[config.mk]
export PLATFORM = sky130hd
export DESIGN_NAME = mips_multicycle_ctrl_flat
export DESIGN_NICKNAME = d
export VERILOG_FILES = /design/src/rtl/mips_multicycle_ctrl_if.sv /design/src/rtl/mips_multicycle_ctrl.sv /design/src/flat_wrapper.sv
export SDC_FILE = /design/constraint.sdc
export NUM_CORES = 1
export LEC_CHECK = 0
export BUFFER_PORTS_ARGS = -buffer_cell sky130_fd_sc_hd__buf_2
export CAP_MARGIN = 20
export CORE_MARGIN = 4
export CORE_UTILIZATION = 45
export CTS_CLUSTER_DIAMETER = 200
export DETAILED_ROUTE_END_ITERATION = 12
export HOLD_SLACK_MARGIN = 0.1
export PLACE_DENSITY_LB_ADDON = 0.12
export SLEW_MARGIN = 20
export SYNTH_ARGS = -nofsm -noshare
export SYNTH_HDL_FRONTEND = slang
export SYNTH_SLANG_ARGS = --single-unit
[constraint.sdc]
create_clock -name clk -period 4.4 [get_ports clk]
set_input_delay 0.22 -clock clk [delete_from_list [all_inputs] [get_ports clk]]
set_output_delay 0.22 -clock clk [all_outputs]
set_load 0.02 [all_outputs]
[src/rtl/mips_multicycle_ctrl_if.sv]
// mips_multicycle_ctrl_if: control/status bundle between the multicycle control FSM and the datapath/ALU
interface mips_multicycle_ctrl_if;
  logic [5:0] Opcode;
  logic [5:0] Funct;
  logic       Zero;
  logic       Mem_Ready;
  logic       PC_Write;
  logic       IorD;
  logic       Mem_Read;
  logic       Mem_Write;
  logic       IR_Write;
  logic       Mem_To_Reg;
  logic       Reg_Dst;
  logic       Reg_Write;
  logic       ALU_Src_A;
  logic [1:0] ALU_Src_B;
  logic [1:0] PC_Source;
  logic [3:0] ALUctrl;
  logic       Illegal;
  logic [3:0] State;
  modport master (
    input  Opcode, Funct, Zero, Mem_Ready,
    output PC_Write, IorD, Mem_Read, Mem_Write, IR_Write, Mem_To_Reg, Reg_Dst, Reg_Write,
           ALU_Src_A, ALU_Src_B, PC_Source, ALUctrl, Illegal, State
  );
  modport slave (
    output Opcode, Funct, Zero, Mem_Ready,
    input  PC_Write, IorD, Mem_Read, Mem_Write, IR_Write, Mem_To_Reg, Reg_Dst, Reg_Write,
           ALU_Src_A, ALU_Src_B, PC_Source, ALUctrl, Illegal, State
  );
endinterface

[src/rtl/mips_multicycle_ctrl.sv]
// mips_multicycle_ctrl: multicycle MIPS main control FSM driving datapath strobes and ALU operation
// Optional NOR R-type support is enabled by defining ALU_NOR_EN.
module mips_multicycle_ctrl #(
  parameter int STATE_W = 4
) (
  input logic clk,
  input logic reset,
  mips_multicycle_ctrl_if.master bus
);
  localparam logic [STATE_W-1:0] FETCH  = 4'd0;
  localparam logic [STATE_W-1:0] DECODE = 4'd1;
  localparam logic [STATE_W-1:0] MEMADR = 4'd2;
  localparam logic [STATE_W-1:0] MEMRD  = 4'd3;
  localparam logic [STATE_W-1:0] MEMWB  = 4'd4;
  localparam logic [STATE_W-1:0] MEMWR  = 4'd5;
  localparam logic [STATE_W-1:0] EXEC   = 4'd6;
  localparam logic [STATE_W-1:0] ALUWB  = 4'd7;
  localparam logic [STATE_W-1:0] BRANCH = 4'd8;
  localparam logic [STATE_W-1:0] ADDIEX = 4'd9;
  localparam logic [STATE_W-1:0] ADDIWB = 4'd10;
  localparam logic [STATE_W-1:0] JUMP   = 4'd11;
  localparam logic [3:0] OP_AND = 4'b0000;
  localparam logic [3:0] OP_OR  = 4'b0001;
  localparam logic [3:0] OP_ADD = 4'b0010;
  localparam logic [3:0] OP_SUB = 4'b0110;
  localparam logic [3:0] OP_SLT = 4'b0111;
  localparam logic [3:0] OP_NOR = 4'b1100;
  logic [STATE_W-1:0] state, state_nx;
  logic [3:0] fn_code;
  logic       fn_ok;
  logic       op_ok;
  always_ff @(posedge clk)
    if (reset) state <= FETCH;
    else state <= state_nx;
  // Funct stays stable through ALUWB, so the EXEC code can be re-derived there
  always_comb begin
    fn_ok = 1'b1;
    fn_code = OP_ADD;
    case (bus.Funct)
      6'b100000: fn_code = OP_ADD;
      6'b100010: fn_code = OP_SUB;
      6'b100100: fn_code = OP_AND;
      6'b100101: fn_code = OP_OR;
      6'b101010: fn_code = OP_SLT;
`ifdef ALU_NOR_EN
      6'b100111: fn_code = OP_NOR;
`else
`endif
      default:   fn_ok = 1'b0;
    endcase
  end
  assign op_ok = bus.Opcode inside {6'b000000, 6'b100011, 6'b101011, 6'b000100, 6'b001000, 6'b000010};
  always_comb begin
    state_nx = FETCH;
    case (state)
      FETCH:  state_nx = bus.Mem_Ready ? DECODE : FETCH;
      DECODE: state_nx = bus.Opcode == 6'b000000 ? EXEC :
                         bus.Opcode == 6'b100011 || bus.Opcode == 6'b101011 ? MEMADR :
                         bus.Opcode == 6'b000100 ? BRANCH :
                         bus.Opcode == 6'b001000 ? ADDIEX :
                         bus.Opcode == 6'b000010 ? JUMP : FETCH;
      MEMADR: state_nx = bus.Opcode[3] ? MEMWR : MEMRD;
      MEMRD:  state_nx = bus.Mem_Ready ? MEMWB : MEMRD;
      MEMWR:  state_nx = bus.Mem_Ready ? FETCH : MEMWR;
      EXEC:   state_nx = fn_ok ? ALUWB : FETCH;
      ADDIEX: state_nx = ADDIWB;
      default: state_nx = FETCH;
    endcase
  end
  // Reset overrides every strobe so an abandoned instruction never writes
  always_comb begin
    bus.PC_Write   = 1'b0;
    bus.IorD       = 1'b0;
    bus.Mem_Read   = 1'b0;
    bus.Mem_Write  = 1'b0;
    bus.IR_Write   = 1'b0;
    bus.Mem_To_Reg = 1'b0;
    bus.Reg_Dst    = 1'b0;
    bus.Reg_Write  = 1'b0;
    bus.ALU_Src_A  = 1'b0;
    bus.ALU_Src_B  = 2'b00;
    bus.PC_Source  = 2'b00;
    bus.ALUctrl    = OP_ADD;
    bus.Illegal    = 1'b0;
    if (!reset)
      case (state)
        FETCH: begin
          bus.Mem_Read  = 1'b1;
          bus.ALU_Src_B = 2'b01;
          bus.IR_Write  = bus.Mem_Ready;
          bus.PC_Write  = bus.Mem_Ready;
        end
        DECODE: begin
          bus.ALU_Src_B = 2'b11;
          bus.Illegal   = !op_ok;
        end
        MEMADR, ADDIEX: begin
          bus.ALU_Src_A = 1'b1;
          bus.ALU_Src_B = 2'b10;
        end
        MEMRD: begin
          bus.Mem_Read = 1'b1;
          bus.IorD     = 1'b1;
        end
        MEMWB: begin
          bus.Reg_Write  = 1'b1;
          bus.Mem_To_Reg = 1'b1;
        end
        MEMWR: begin
          bus.Mem_Write = 1'b1;
          bus.IorD      = 1'b1;
        end
        EXEC: begin
          bus.ALU_Src_A = 1'b1;
          bus.ALUctrl   = fn_code;
          bus.Illegal   = !fn_ok;
        end
        ALUWB: begin
          bus.Reg_Write = 1'b1;
          bus.Reg_Dst   = 1'b1;
          bus.ALUctrl   = fn_code;
        end
        BRANCH: begin
          bus.ALU_Src_A = 1'b1;
          bus.ALUctrl   = OP_SUB;
          bus.PC_Source = 2'b01;
          bus.PC_Write  = bus.Zero;
        end
        ADDIWB: bus.Reg_Write = 1'b1;
        JUMP: begin
          bus.PC_Source = 2'b10;
          bus.PC_Write  = 1'b1;
        end
        default: ;
      endcase
  end
  assign bus.State = state;
endmodule
[src/flat_wrapper.sv]
// flat-port wrapper written by rule: the top's interface ports become plain ports
module mips_multicycle_ctrl_flat 
#(
  parameter int STATE_W = 4
)
  (clk, reset, bus_Opcode, bus_Funct, bus_Zero, bus_Mem_Ready, bus_PC_Write, bus_IorD, bus_Mem_Read, bus_Mem_Write, bus_IR_Write, bus_Mem_To_Reg, bus_Reg_Dst, bus_Reg_Write, bus_ALU_Src_A, bus_ALU_Src_B, bus_PC_Source, bus_ALUctrl, bus_Illegal, bus_State);
  mips_multicycle_ctrl_if bus_i ();
  input logic clk;
  input logic reset;
  input wire logic [$bits(bus_i.Opcode)-1:0] bus_Opcode;
  input wire logic [$bits(bus_i.Funct)-1:0] bus_Funct;
  input wire logic [$bits(bus_i.Zero)-1:0] bus_Zero;
  input wire logic [$bits(bus_i.Mem_Ready)-1:0] bus_Mem_Ready;
  output wire logic [$bits(bus_i.PC_Write)-1:0] bus_PC_Write;
  output wire logic [$bits(bus_i.IorD)-1:0] bus_IorD;
  output wire logic [$bits(bus_i.Mem_Read)-1:0] bus_Mem_Read;
  output wire logic [$bits(bus_i.Mem_Write)-1:0] bus_Mem_Write;
  output wire logic [$bits(bus_i.IR_Write)-1:0] bus_IR_Write;
  output wire logic [$bits(bus_i.Mem_To_Reg)-1:0] bus_Mem_To_Reg;
  output wire logic [$bits(bus_i.Reg_Dst)-1:0] bus_Reg_Dst;
  output wire logic [$bits(bus_i.Reg_Write)-1:0] bus_Reg_Write;
  output wire logic [$bits(bus_i.ALU_Src_A)-1:0] bus_ALU_Src_A;
  output wire logic [$bits(bus_i.ALU_Src_B)-1:0] bus_ALU_Src_B;
  output wire logic [$bits(bus_i.PC_Source)-1:0] bus_PC_Source;
  output wire logic [$bits(bus_i.ALUctrl)-1:0] bus_ALUctrl;
  output wire logic [$bits(bus_i.Illegal)-1:0] bus_Illegal;
  output wire logic [$bits(bus_i.State)-1:0] bus_State;
  assign bus_i.Opcode = bus_Opcode;
  assign bus_i.Funct = bus_Funct;
  assign bus_i.Zero = bus_Zero;
  assign bus_i.Mem_Ready = bus_Mem_Ready;
  assign bus_PC_Write = bus_i.PC_Write;
  assign bus_IorD = bus_i.IorD;
  assign bus_Mem_Read = bus_i.Mem_Read;
  assign bus_Mem_Write = bus_i.Mem_Write;
  assign bus_IR_Write = bus_i.IR_Write;
  assign bus_Mem_To_Reg = bus_i.Mem_To_Reg;
  assign bus_Reg_Dst = bus_i.Reg_Dst;
  assign bus_Reg_Write = bus_i.Reg_Write;
  assign bus_ALU_Src_A = bus_i.ALU_Src_A;
  assign bus_ALU_Src_B = bus_i.ALU_Src_B;
  assign bus_PC_Source = bus_i.PC_Source;
  assign bus_ALUctrl = bus_i.ALUctrl;
  assign bus_Illegal = bus_i.Illegal;
  assign bus_State = bus_i.State;
  mips_multicycle_ctrl #(.STATE_W(STATE_W)) u_core (.clk(clk), .reset(reset), .bus(bus_i));
endmodule
# == Yosys cells after proc, flatten, opt, wreduce, memory -nomap -nowiden ==
# Index checks and enable logic that the tools add are counted.
# op_classes
n_eq_ne,21
mux,39
n_reduce_logical,13
# ops
cell,count
$eq 6x6->1 const B,7
$pmux 4 s7,1
$mux 4,6
$mux 1,20
$eq 4x3->1 const B,4
$eq 4x4->1 const B,4
$mux 3,4
$pmux 3 s4,1
$eq 4x2->1 const B,2
$reduce_or 2->1,4
$eq 6x2->1 const B,1
$eq 6x3->1 const B,1
$eq 6x4->1 const B,1
$logic_not 6->1,1
$pmux 2 s3,1
$pmux 3 s2,1
$reduce_bool 6->1,1
$reduce_or 5->1,1
$eq 4x1->1 const B,1
$logic_not 4->1,1
$mux 2,2
$pmux 2 s2,1
$reduce_or 4->1,1
$pmux 1 s3,1
4 further kinds,5
# word_totals
reg_bits,4
out_inout_bits,22
word_cells,74

# == Logic depth before layout (Yosys ltp) ==
# logic_depth
ltp_word,7
depth_mapped,5

# == Worst setup path before layout ==
# No wires, ideal clock.
# synth_path
path_type,register to output
startpoint,reg u_core.state[1] (netlist: u_core.bus.State[1])
endpoint,out bus_PC_Write
arrival_time_ps,1823
t_required_ps,4180
setup_slack_ps,2357
stages_incl_launch_ff,4
path_buffers,1
path_cell_list,dfxtp_1 -> clkbuf_1 -> nor4_1 -> a211o_1
# synth_between
elab_chain_cells,3
# synth_rtl
item,line_no,text
from (decl),mips_multicycle_ctrl.sv:28,"logic [STATE_W-1:0] state, state_nx;"
from (signal assigned),mips_multicycle_ctrl.sv:34,else state <= state_nx;
$eq 4x4->1 or $logic_not 4->1 (tied branches),mips_multicycle_ctrl.sv:86,case (state)
$pmux 1 s3 (*),mips_multicycle_ctrl.sv:86,
$mux 1 (*),mips_multicycle_ctrl.sv:85,if (!reset)
to (decl),flat_wrapper.sv:14,output wire logic [$bits(bus_i.PC_Write)-1:0] bus_PC_Write;
# Mark *: on every way between the ends. The rest lies on a longest branch, timed or not.

# == Final worst setup path ==
# layout_path
startpoint,reg u_core.state[2] (netlist: u_core.bus.State[2])
endpoint,out bus_ALUctrl[1]
# layout_between
elab_chain_cells,4
# layout_rtl
item,line_no,text
$eq 4x3->1,mips_multicycle_ctrl.sv:86,
$reduce_or 2->1 (no source line),n/a,
$pmux 3 s2 (*),mips_multicycle_ctrl.sv:86,
$mux 4 (*),mips_multicycle_ctrl.sv:85,
to (decl),flat_wrapper.sv:25,output wire logic [$bits(bus_i.ALUctrl)-1:0] bus_ALUctrl;
# Marks and branches as above.

==> flow_metrics.py <==
metrics = {
    "die": {
        "io_pins": 38,
        "dieArea_sq_mm": 0.00207,
        "die_h_um": 45.5,
        "core_sq_mm": 0.00132,
        "die_x_um": 45.5,
        "placementRows": 13,
        "start_util_pct": 48.1,
    },
    "cells_and_area": {
        "fill_cells": 137,
        "area_growth_pct": 29.1,
        "num_antenna_cells": 0,
        "final_cell_area_sq_um": 817,
        "nNetsFinal": 143,
        "drive_above_1_share_pct": 37.6,
        "final_util_pct": 62.0,
        "largest_reg_flops": 4,
    },
    "logic_synthesis": {
        "syn_nets": 109,
        "synth_seq_area_share_pct": 12.6,
        "synth_cell_types": 43,
        "syn_area_sq_um": 633,
        "async_reset_ff_share_pct": 0,
        "synth_ff_type": "dfxtp_1",
        "ys_warn_count": 0,
        "ys_ff_latch": 4,
        "synth_edf_count": 0,
        "syn_inst": 93,
        "syn_avg_cell_area_sq_um": 6.81,
    },
    "placed_design": {
        "placed_cell_area_sq_um": 795,
        "dp.final_hpwl_um": 1460,
        "io_buffers": 36,
        "gp_congestion": 0.931,
    },
    "clocking": {
        "cts_max_level": 1,
        "tritoncts": "done",
        "cts_hold_buffers": 0,
        "numCtsBuffers": 3,
        "cts.path.max_buffers": 2,
        "ctsRootBufferMaster": "clkbuf_4",
        "path_clk_slew_ns": 0.04,
        "clock-sinks": 4,
        "clock_latency_ns": 0.24,
        "cts.repair.resized": 0,
        "cts_setup_buffers": 0,
    },
    "routing": {
        "route.detailed.drc": 0,
        "vias": 805,
        "routed_wl_um": 1820,
        "routed_via_density": 5.75,
        "drt_first_pass_iters": 4,
        "routedWlPerCell_um": 13.0,
        "drtIter0Drc": 19,
        "ant_nets": 0,
    },
    "status": {
        "run_status": "finished clean",
    },
    "timing": {
        "skew_ns": 0.00404,
        "maxSlewViolCount": 0,
        "fin_crit_ns": 2.39,
        "setup_viol": 0,
        "finalHoldWorstSlack_ns": 0.346,
        "worst_pin_slew_ns": 0.510,
        "finalSetupTns_ns": 0,
        "post-route-period-util_pct": 54.3,
        "hold_viol_final": 0,
        "slew_headroom_pct": 65.9,
        "rsz0062_at_grt": "false",
        "timing.fmax_ghz": 0.418,
    },
    "worst_setup_path": {
        "start_kind": "flip-flop",
        "required_ns": 4.18,
        "critPathMaxStageDelay_ns": 0.63,
        "worstPathArrival_ns": 2.17,
        "worstSetupPathType": "reg2out",
        "crit_path_end_kind": "output port",
        "crit_slowest_cell": "dfxtp_1",
        "cp_cell_sequence": "inv_2 -> or4_4 -> or4b_1 -> buf_2",
        "cp_max_fo": 17,
        "r2r_cells": 4,
    },
    "power": {
        "p_leak_nw": 0.370,
        "ir_drop_mv": 0.137,
        "power_density_mw_per_mm2": 156,
        "p_total_w": 0.000128,
    },
    "flow_run": {
        "drv_cap": 0,
    },
    "min_path": {
        "min_path_type": "in2reg",
        "worstHoldPathCells": 2,
    },
    "grt": {
        "grt_pass1_wl_um": 3100,
        "gr-total-overflow": 0,
        "antenna_found_initial": 0,
        "grt_max_degree": 18,
        "track_usage_pct": 19.8,
        "grt_pass1_vias": 720,
    },
}
[metrics by stage]
| stage | setup WS (ns) | cells |
|---|---|---|
| CTS | 2.01 | 140 |
| detailed placement | 2.26 | 137 |
| finish | 2.01 | 140 |
| global route | 1.86 | 140 |
| global placement | 2.28 | 137 |
| floorplan | 2.36 | 93 |
[cell usage after synthesis (2+ instances only)]
cell,count,area share [%]
nor2_1,10,5.9
inv_1,3,1.8
xnor2_1,2,2.8
nand2b_1,5,4.9
a21oi_1,6,4.7
or2_2,3,3.0
nor2b_1,4,4.0
and3_1,2,2.0
o211ai_1,2,2.4
o21ai_0,2,1.6
dfxtp_1,4,13
nand3_1,2,1.6
clkbuf_1,5,3.0
nor4_1,4,4.0
a31oi_1,3,3.0
nor3_1,9,7.1
[cells in the final DEF, fill, tap and decap left out, drive strengths merged, types with 2 or more instances in the layout]
master,n
a21oi,6
nor3,9
buf,36
nor2,10
o211ai,2
or2,3
nand3,2
nor4,4
nor2b,4
o21ai,2
and3,2
clkbuf,3
nand2b,6
dfxtp,4
xnor2,2
inv,4
a31oi,3
[layer usage]
layer,track usage [%],up-vias,part of all wire [%]
met1,26.2,361,43
met2,32.9,33,49
li1,-,411,-
met5,0,-,0
met3,5.93,0,8.4
met4,1.17,0,0
[worst max-delay path, delay by kind of cell (launching register included)]
family                 cells  cell delay [ns]
AND/OR/NAND/NOR            2             1.02
flip-flops                 1             0.63
buffers and inverters      2             0.29
[kinds of logic (layout without fill, tap and decap cells)]
kind of cell / after synthesis / count (layout) / share of synthesized area (%)
compound gates: 22 / 22 / 23.5
flops: 4 / 4 / 12.6
other cells: 1 / 1 / 0.592
buf+inv: 11 / 43 / 8.30
xor+xnor: 3 / 3 / 4.15
simple gates: 50 / 50 / 47.4
mux: 2 / 2 / 3.36
[path summary, 6_finish.rpt]
kind / start / to / slack (ns)
worst max-delay path: u_core.bus.State[2]$_SDFF_PP0_ / bus_ALUctrl[1] / 2.01
worst max register to register: u_core.bus.State[2]$_SDFF_PP0_ / u_core.bus.State[0]$_SDFF_PP0_ / 2.75
worst min-delay path: reset / u_core.bus.State[3]$_SDFF_PP0_ / 0.35
worst min register to register: u_core.bus.State[2]$_SDFF_PP0_ / u_core.bus.State[2]$_SDFF_PP0_ / 0.72
[power by group]
part / switching (W) / internal, W / total, W
registers: 0.00000243 / 0.0000373 / 0.0000397
clock network: 0.0000155 / 0.0000305 / 0.0000460
logic: 0.0000248 / 0.0000172 / 0.0000419
total: 0.0000426 / 0.0000850 / 0.000128
[final cells by class]
cell class | instances | area, sq um | share of cell area [%]
clock buffers | 3 | 22.5 | 2.76
inverters | 4 | 15.0 | 1.84
flip-flops and latches | 4 | 80.1 | 9.80
multi-input cells | 78 | 500 | 61.3
repair buffers | 36 | 180 | 22.1
well taps | 15 | 18.8 | 2.30
No activity file was read; power rests on OpenSTA's default activity.
